**src/rtl/km_pipe.sv**
```systemverilog
// rtl/km_pipe.sv - three-stage Karatsuba multiplier with accumulate mode and valid/ready flow control
// Stage 1 forms partial products, stage 2 the middle term, stage 3 is the output register.
module km_pipe #(
    parameter int DW   = 32,
    parameter int TAGW = 4
) (
    input  logic            clk,
    input  logic            rstn,
    input  logic            in_valid,
    output logic            in_ready,
    input  logic [DW-1:0]   in1,
    input  logic [DW-1:0]   in2,
    input  logic [1:0]      mode,
    input  logic            acc_clr,
    input  logic [TAGW-1:0] in_tag,
    output logic            out_valid,
    input  logic            out_ready,
    output logic [DW-1:0]   out_L,
    output logic [DW-1:0]   out_H,
    output logic [TAGW-1:0] out_tag,
    output logic [1:0]      inflight
);
    localparam int HW = DW / 2;
    localparam int PW = 2 * DW;

    localparam logic [1:0] MODE_LOW = 2'b01;
    localparam logic [1:0] MODE_MAC = 2'b10;

    logic            w_advance;
    logic            w_accept;

    logic            r_s1_v;
    logic [DW-1:0]   r_s1_z2;
    logic [DW-1:0]   r_s1_z0;
    logic [HW:0]     r_s1_sa;
    logic [HW:0]     r_s1_sb;
    logic [1:0]      r_s1_mode;
    logic            r_s1_clr;
    logic [TAGW-1:0] r_s1_tag;

    logic            r_s2_v;
    logic [DW+1:0]   r_s2_z1;
    logic [DW-1:0]   r_s2_z2;
    logic [DW-1:0]   r_s2_z0;
    logic [1:0]      r_s2_mode;
    logic            r_s2_clr;
    logic [TAGW-1:0] r_s2_tag;

    logic            r_out_valid;
    logic [DW-1:0]   r_out_l;
    logic [DW-1:0]   r_out_h;
    logic [TAGW-1:0] r_out_tag;
    logic [PW-1:0]   r_acc;

    logic [HW-1:0]   w_ah;
    logic [HW-1:0]   w_al;
    logic [HW-1:0]   w_bh;
    logic [HW-1:0]   w_bl;
    logic [DW+1:0]   w_sab;
    logic [DW+1:0]   w_z1;
    logic [PW-1:0]   w_p;
    logic [PW-1:0]   w_mac;
    logic [PW-1:0]   w_res;
    logic [PW-1:0]   w_acc_nxt;

    // The whole pipe stalls together whenever a held result is not taken.
    assign w_advance = !(r_out_valid && !out_ready);
    assign w_accept  = in_valid && w_advance;
    assign in_ready  = w_advance;

    assign w_ah = in1[DW-1:HW];
    assign w_al = in1[HW-1:0];
    assign w_bh = in2[DW-1:HW];
    assign w_bl = in2[HW-1:0];

    always_ff @(posedge clk or negedge rstn) begin
        if (!rstn) begin
            r_s1_v    <= 1'b0;
            r_s1_z2   <= '0;
            r_s1_z0   <= '0;
            r_s1_sa   <= '0;
            r_s1_sb   <= '0;
            r_s1_mode <= '0;
            r_s1_clr  <= 1'b0;
            r_s1_tag  <= '0;
        end else if (w_advance) begin
            r_s1_v <= in_valid;
            if (w_accept) begin
                r_s1_z2   <= {{HW{1'b0}}, w_ah} * {{HW{1'b0}}, w_bh};
                r_s1_z0   <= {{HW{1'b0}}, w_al} * {{HW{1'b0}}, w_bl};
                r_s1_sa   <= {1'b0, w_ah} + {1'b0, w_al};
                r_s1_sb   <= {1'b0, w_bh} + {1'b0, w_bl};
                r_s1_mode <= mode;
                r_s1_clr  <= acc_clr;
                r_s1_tag  <= in_tag;
            end
        end
    end

    // Middle Karatsuba term; never negative, so the subtraction cannot wrap.
    assign w_sab = {{(HW+1){1'b0}}, r_s1_sa} * {{(HW+1){1'b0}}, r_s1_sb};
    assign w_z1  = w_sab - {2'b00, r_s1_z2} - {2'b00, r_s1_z0};

    always_ff @(posedge clk or negedge rstn) begin
        if (!rstn) begin
            r_s2_v    <= 1'b0;
            r_s2_z1   <= '0;
            r_s2_z2   <= '0;
            r_s2_z0   <= '0;
            r_s2_mode <= '0;
            r_s2_clr  <= 1'b0;
            r_s2_tag  <= '0;
        end else if (w_advance) begin
            r_s2_v <= r_s1_v;
            if (r_s1_v) begin
                r_s2_z1   <= w_z1;
                r_s2_z2   <= r_s1_z2;
                r_s2_z0   <= r_s1_z0;
                r_s2_mode <= r_s1_mode;
                r_s2_clr  <= r_s1_clr;
                r_s2_tag  <= r_s1_tag;
            end
        end
    end

    assign w_p   = {r_s2_z2, r_s2_z0} + ({{(DW-2){1'b0}}, r_s2_z1} << HW);
    assign w_mac = (r_s2_clr ? '0 : r_acc) + w_p;

    always_comb begin
        w_res     = w_p;
        w_acc_nxt = r_acc;
        case (r_s2_mode)
            MODE_LOW: begin
                w_res = {{DW{1'b0}}, w_p[DW-1:0]};
                if (r_s2_clr) w_acc_nxt = '0;
            end
            MODE_MAC: begin
                w_res     = w_mac;
                w_acc_nxt = w_mac;
            end
            default: begin
                if (r_s2_clr) w_acc_nxt = '0;
            end
        endcase
    end

    // Accumulator moves only with a real beat entering the output register.
    always_ff @(posedge clk or negedge rstn) begin
        if (!rstn) begin
            r_out_valid <= 1'b0;
            r_out_l     <= '0;
            r_out_h     <= '0;
            r_out_tag   <= '0;
            r_acc       <= '0;
        end else if (w_advance) begin
            r_out_valid <= r_s2_v;
            if (r_s2_v) begin
                r_out_l   <= w_res[DW-1:0];
                r_out_h   <= w_res[PW-1:DW];
                r_out_tag <= r_s2_tag;
                r_acc     <= w_acc_nxt;
            end
        end
    end

    assign out_valid = r_out_valid;
    assign out_L     = r_out_l;
    assign out_H     = r_out_h;
    assign out_tag   = r_out_tag;
    assign inflight  = {1'b0, r_s1_v} + {1'b0, r_s2_v} + {1'b0, r_out_valid};

endmodule

```
**config.mk**
```make
export PLATFORM = sky130hd
export DESIGN_NAME = km_pipe
export DESIGN_NICKNAME = d
export VERILOG_FILES = /design/src/rtl/km_pipe.sv
export SDC_FILE = /design/constraint.sdc
export NUM_CORES = 2
export LEC_CHECK = 0
export ABC_AREA = 0
export CORE_UTILIZATION = 40
export CTS_BUF_LIST = sky130_fd_sc_hd__clkbuf_8
export DETAILED_ROUTE_END_ITERATION = 8
export GPL_TIMING_DRIVEN = 0
export PLACE_DENSITY_LB_ADDON = 0.08
export SLEW_MARGIN = 15
export SYNTH_ARGS = -nofsm -noshare
export SYNTH_HDL_FRONTEND = slang
export SYNTH_SLANG_ARGS = --single-unit
export TNS_END_PERCENT = 50
```
**constraint.sdc**
```tcl
create_clock -name clk -period 8.1 [get_ports clk]
set_clock_uncertainty 0.05 [all_clocks]
set_input_delay 1.62 -clock clk [delete_from_list [all_inputs] [get_ports clk]]
set_output_delay 1.62 -clock clk [all_outputs]
set_load 0.02 [all_outputs]
```
==> metrics.yaml <==
global_routing:
  grt_pass1_vias: 39240
  grt_overflow_total: 0
  grt_pass1_wl_um: 244500
  antenna_found_initial: 8
  grt_use_total: 0.2663
  grt_max_degree: 95
synth:
  syn_area_sq_um: 48420
  synth_warnings: 0
  ys_ff_latch: 345
  synth-seq-area-share: 0.1783
  synth_edf_count: 0
  yosysTopAreaCellShare: 0.2807
  dominantRegCellSynth: "dfrtp_1"
  synthesis.nets: 6670
  yosysTopAreaCell: "fa_1"
  async_flop_share: 1.000
  syn_inst: 5444
  synthTopCellsByArea: "fa_1 (28%), dfrtp_1 (18%), ha_1 (12%)"
  synth_cell_types: 84
  synth.avg_cell_area_sq_um: 8.894
die:
  die-height_um: 349.9
  die_w_um: 349.9
  num_rows: 127
  core_sq_um: 120000
  io_pins: 147
  initial_core_util: 0.4036
  dieArea_sq_um: 122400
cts:
  cts_tree: "built"
  clkTransAtPathRegs_ns: 0.06
  cts_max_path_buffers: 3
  htree_levels: 3
  numClockSinks: 345
  cts_made_buffers: 67
  clk-insertion-delay-late_ns: 0.70
  root_buffer: "clkbuf_8"
timing:
  fin_crit_sh: 0.9652
  timing.final.ws_setup_ns: 0.2817
  rsz0062_at_grt: "yes"
  setup_tns_ns: 0
  whs_ns: 0.4162
  max-slew-margin-rel: 0.1565
  setup_violations: 0
  slew_viol_final: 0
  worst_slew_pin_slew_ns: 1.257
  clock.fmax_ghz: 0.1279
  final_hold_viol_count: 0
  finalCriticalPeriod_ns: 7.818
critical_path:
  cp_data_required_time_ns: 8.57
  cp_data_arrival_time_ns: 8.29
  cp_max_fo: 10
  critPathKind: "primary input to flop"
  endpoint_kind: "flop"
  ff2ff_setup_slack_ns: 0.39
  reg2reg_depth: 24
  rr_endpoint: "r_s2_z1[32]"
  reg2reg_from: "r_s1_sa[6]"
  critPathLaunch: "in1[15]"
  startpoint_type: "primary input"
placement:
  place_ws_ns: -2.070
  io_buffers: 146
  gp_congestion: 0.9093
  hpwlAfterDp_um: 131900
  placed_area_sq_um: 51980
layout:
  final_area_sq_um: 53450
  finish.net_count: 6890
  final_common_cell: "inv_1"
  final_cell_mix: "inv_1 (943), nand2_1 (779), fa_1 (679)"
  syn_to_final_growth_pct: 10.39
  drive_gt1_frac: 0.06041
drt:
  first_pass_iters: 6
  drc: 0
  vias_per_cell: 5.143
  drtAntennaViolNets: 0
  routed_wl_um: 159100
  drt_iter0_markers: 2151
  dr_total_vias: 37700
  wire_per_inst_um: 21.71
min_path:
  min_path_type: "flop to flop"
  hold_depth: 2
  min_to: "out_tag[3]"
  min_from: "r_s2_tag[3]"
outcome:
  status: "finished, final reports clean"
flow_run:
  maxCapViolations: 0
==> routing by layer <==
metal  GRT usage  share of wire
met5           0       0.000082
met4     0.07340          0.028
met3     0.02312          0.042
met2      0.4447           0.47
met1      0.3687           0.46
==> through the flow <==
step	cells	util
detailed placement	7205	0.4333
floorplan	5444	-
global placement	7202	0.4326
finish	7329	0.4455
global route	7324	0.4454
CTS	7322	0.4463
==> how the worst max path moves through the flow <==
| stage | to | cells after the start |
|---|---|---|
| 3_3_place_gp | r_s1_tag[0] | 1 |
| 2_1_floorplan | r_s1_z0[30] | 26 |
| 3_5_place_dp | r_s1_z0[31] | 25 |
| 5_1_grt | r_s1_z2[30] | 27 |
| 4_1_cts | r_s1_z2[31] | 24 |
| 6_report | r_s1_z0[30] | 24 |
==> sequential cells by signal (all words and copies together), names as in the netlist, 2 cells and up <==
signal and cells:
r_s1_z2 32, r_s2_z2 32, r_s1_z0 32, r_acc 64, r_s1_mode 2, out_L 32, r_s1_sb 17, r_s1_tag 4
r_s2_z1 34, r_s2_mode 2, r_s2_tag 4, out_tag 4, r_s1_sa 17, out_H 32, r_s2_z0 32
==> synth_stat cells (5+ instances only) <==
| cell | n |
|---|---|
| o31ai_1 | 18 |
| o21bai_1 | 34 |
| a221oi_1 | 22 |
| a21o_1 | 118 |
| o21ai_1 | 27 |
| buf_1 | 8 |
| o21a_1 | 23 |
| a21boi_0 | 9 |
| xor2_1 | 88 |
| a32oi_1 | 5 |
| fa_1 | 679 |
| clkbuf_1 | 211 |
| ha_1 | 472 |
| and3_1 | 30 |
| and4_1 | 6 |
| o21ai_0 | 275 |
| nand4_1 | 25 |
| nor3_1 | 27 |
| nand2_1 | 779 |
| mux2_2 | 50 |
| and2_1 | 405 |
| dfrtp_1 | 345 |
| a22o_1 | 29 |
| a211o_1 | 15 |
| a21oi_1 | 201 |
| a41oi_1 | 5 |
| nor2b_1 | 91 |
| nand3_1 | 33 |
| or3_1 | 9 |
| o211ai_1 | 8 |
| xnor2_1 | 118 |
| buf_2 | 9 |
| a32o_1 | 7 |
| nand2b_1 | 20 |
| nor2_1 | 194 |
| a211oi_1 | 9 |
| a21oi_2 | 8 |
| or2_2 | 5 |
| a31oi_1 | 21 |
| inv_1 | 928 |
==> cells by family after synthesis <==
kind of cell / after synthesis / synth area share
compound gates: 893 / 0.1186
xor+xnor: 206 / 0.03726
fa+ha+maj: 1151 / 0.4027
buf+inv: 1158 / 0.09032
flops: 345 / 0.1783
mux: 50 / 0.01163
simple gates: 1641 / 0.1612
==> area by class of cell <==
| type | instances | area (sq um) |
|---|---|---|
| clock inverters | 36 | 280.3 |
| flip-flops and latches | 345 | 8633 |
| clock buffers | 80 | 1101 |
| inverters | 928 | 3483 |
| plain buffers | 227 | 1092 |
| fillers | 12070 | 66520 |
| multi-input cells | 3941 | 35470 |
| repair buffers | 154 | 1360 |
| well taps | 1612 | 2017 |
| diodes | 6 | 15.01 |
==> worst max-delay path, cell delays in order <==
cell and delay (ns):
buf_2 0.26, buf_4 0.27, nand2_1 0.11, fa_1 0.52
fa_1 0.54, inv_1 0.06, fa_1 0.51, fa_1 0.51
fa_1 0.51, inv_1 0.06, fa_1 0.47, inv_1 0.04
ha_1 0.37, and3_1 0.26, o2111a_1 0.15, a2111oi_2 0.36
a211oi_2 0.14, o21ai_2 0.22, o21ai_1 0.10, and2_1 0.23
or4_1 0.44, a31oi_2 0.19, xor2_2 0.26, o21ai_1 0.08
==> what timing repair did <==
action | CTS | global route
buffers inserted | 1 | 4
hold buffers | 0 | 0
gates resized for setup | 210 | 178
hold endpoints to repair | 0 | 0
pin swaps | 2 | 6
setup endpoints to repair | 19 | 8
Power is left out: the tool's default activity adds up to more than one toggle a clock period on the data nets, which glitch-free logic cannot reach.
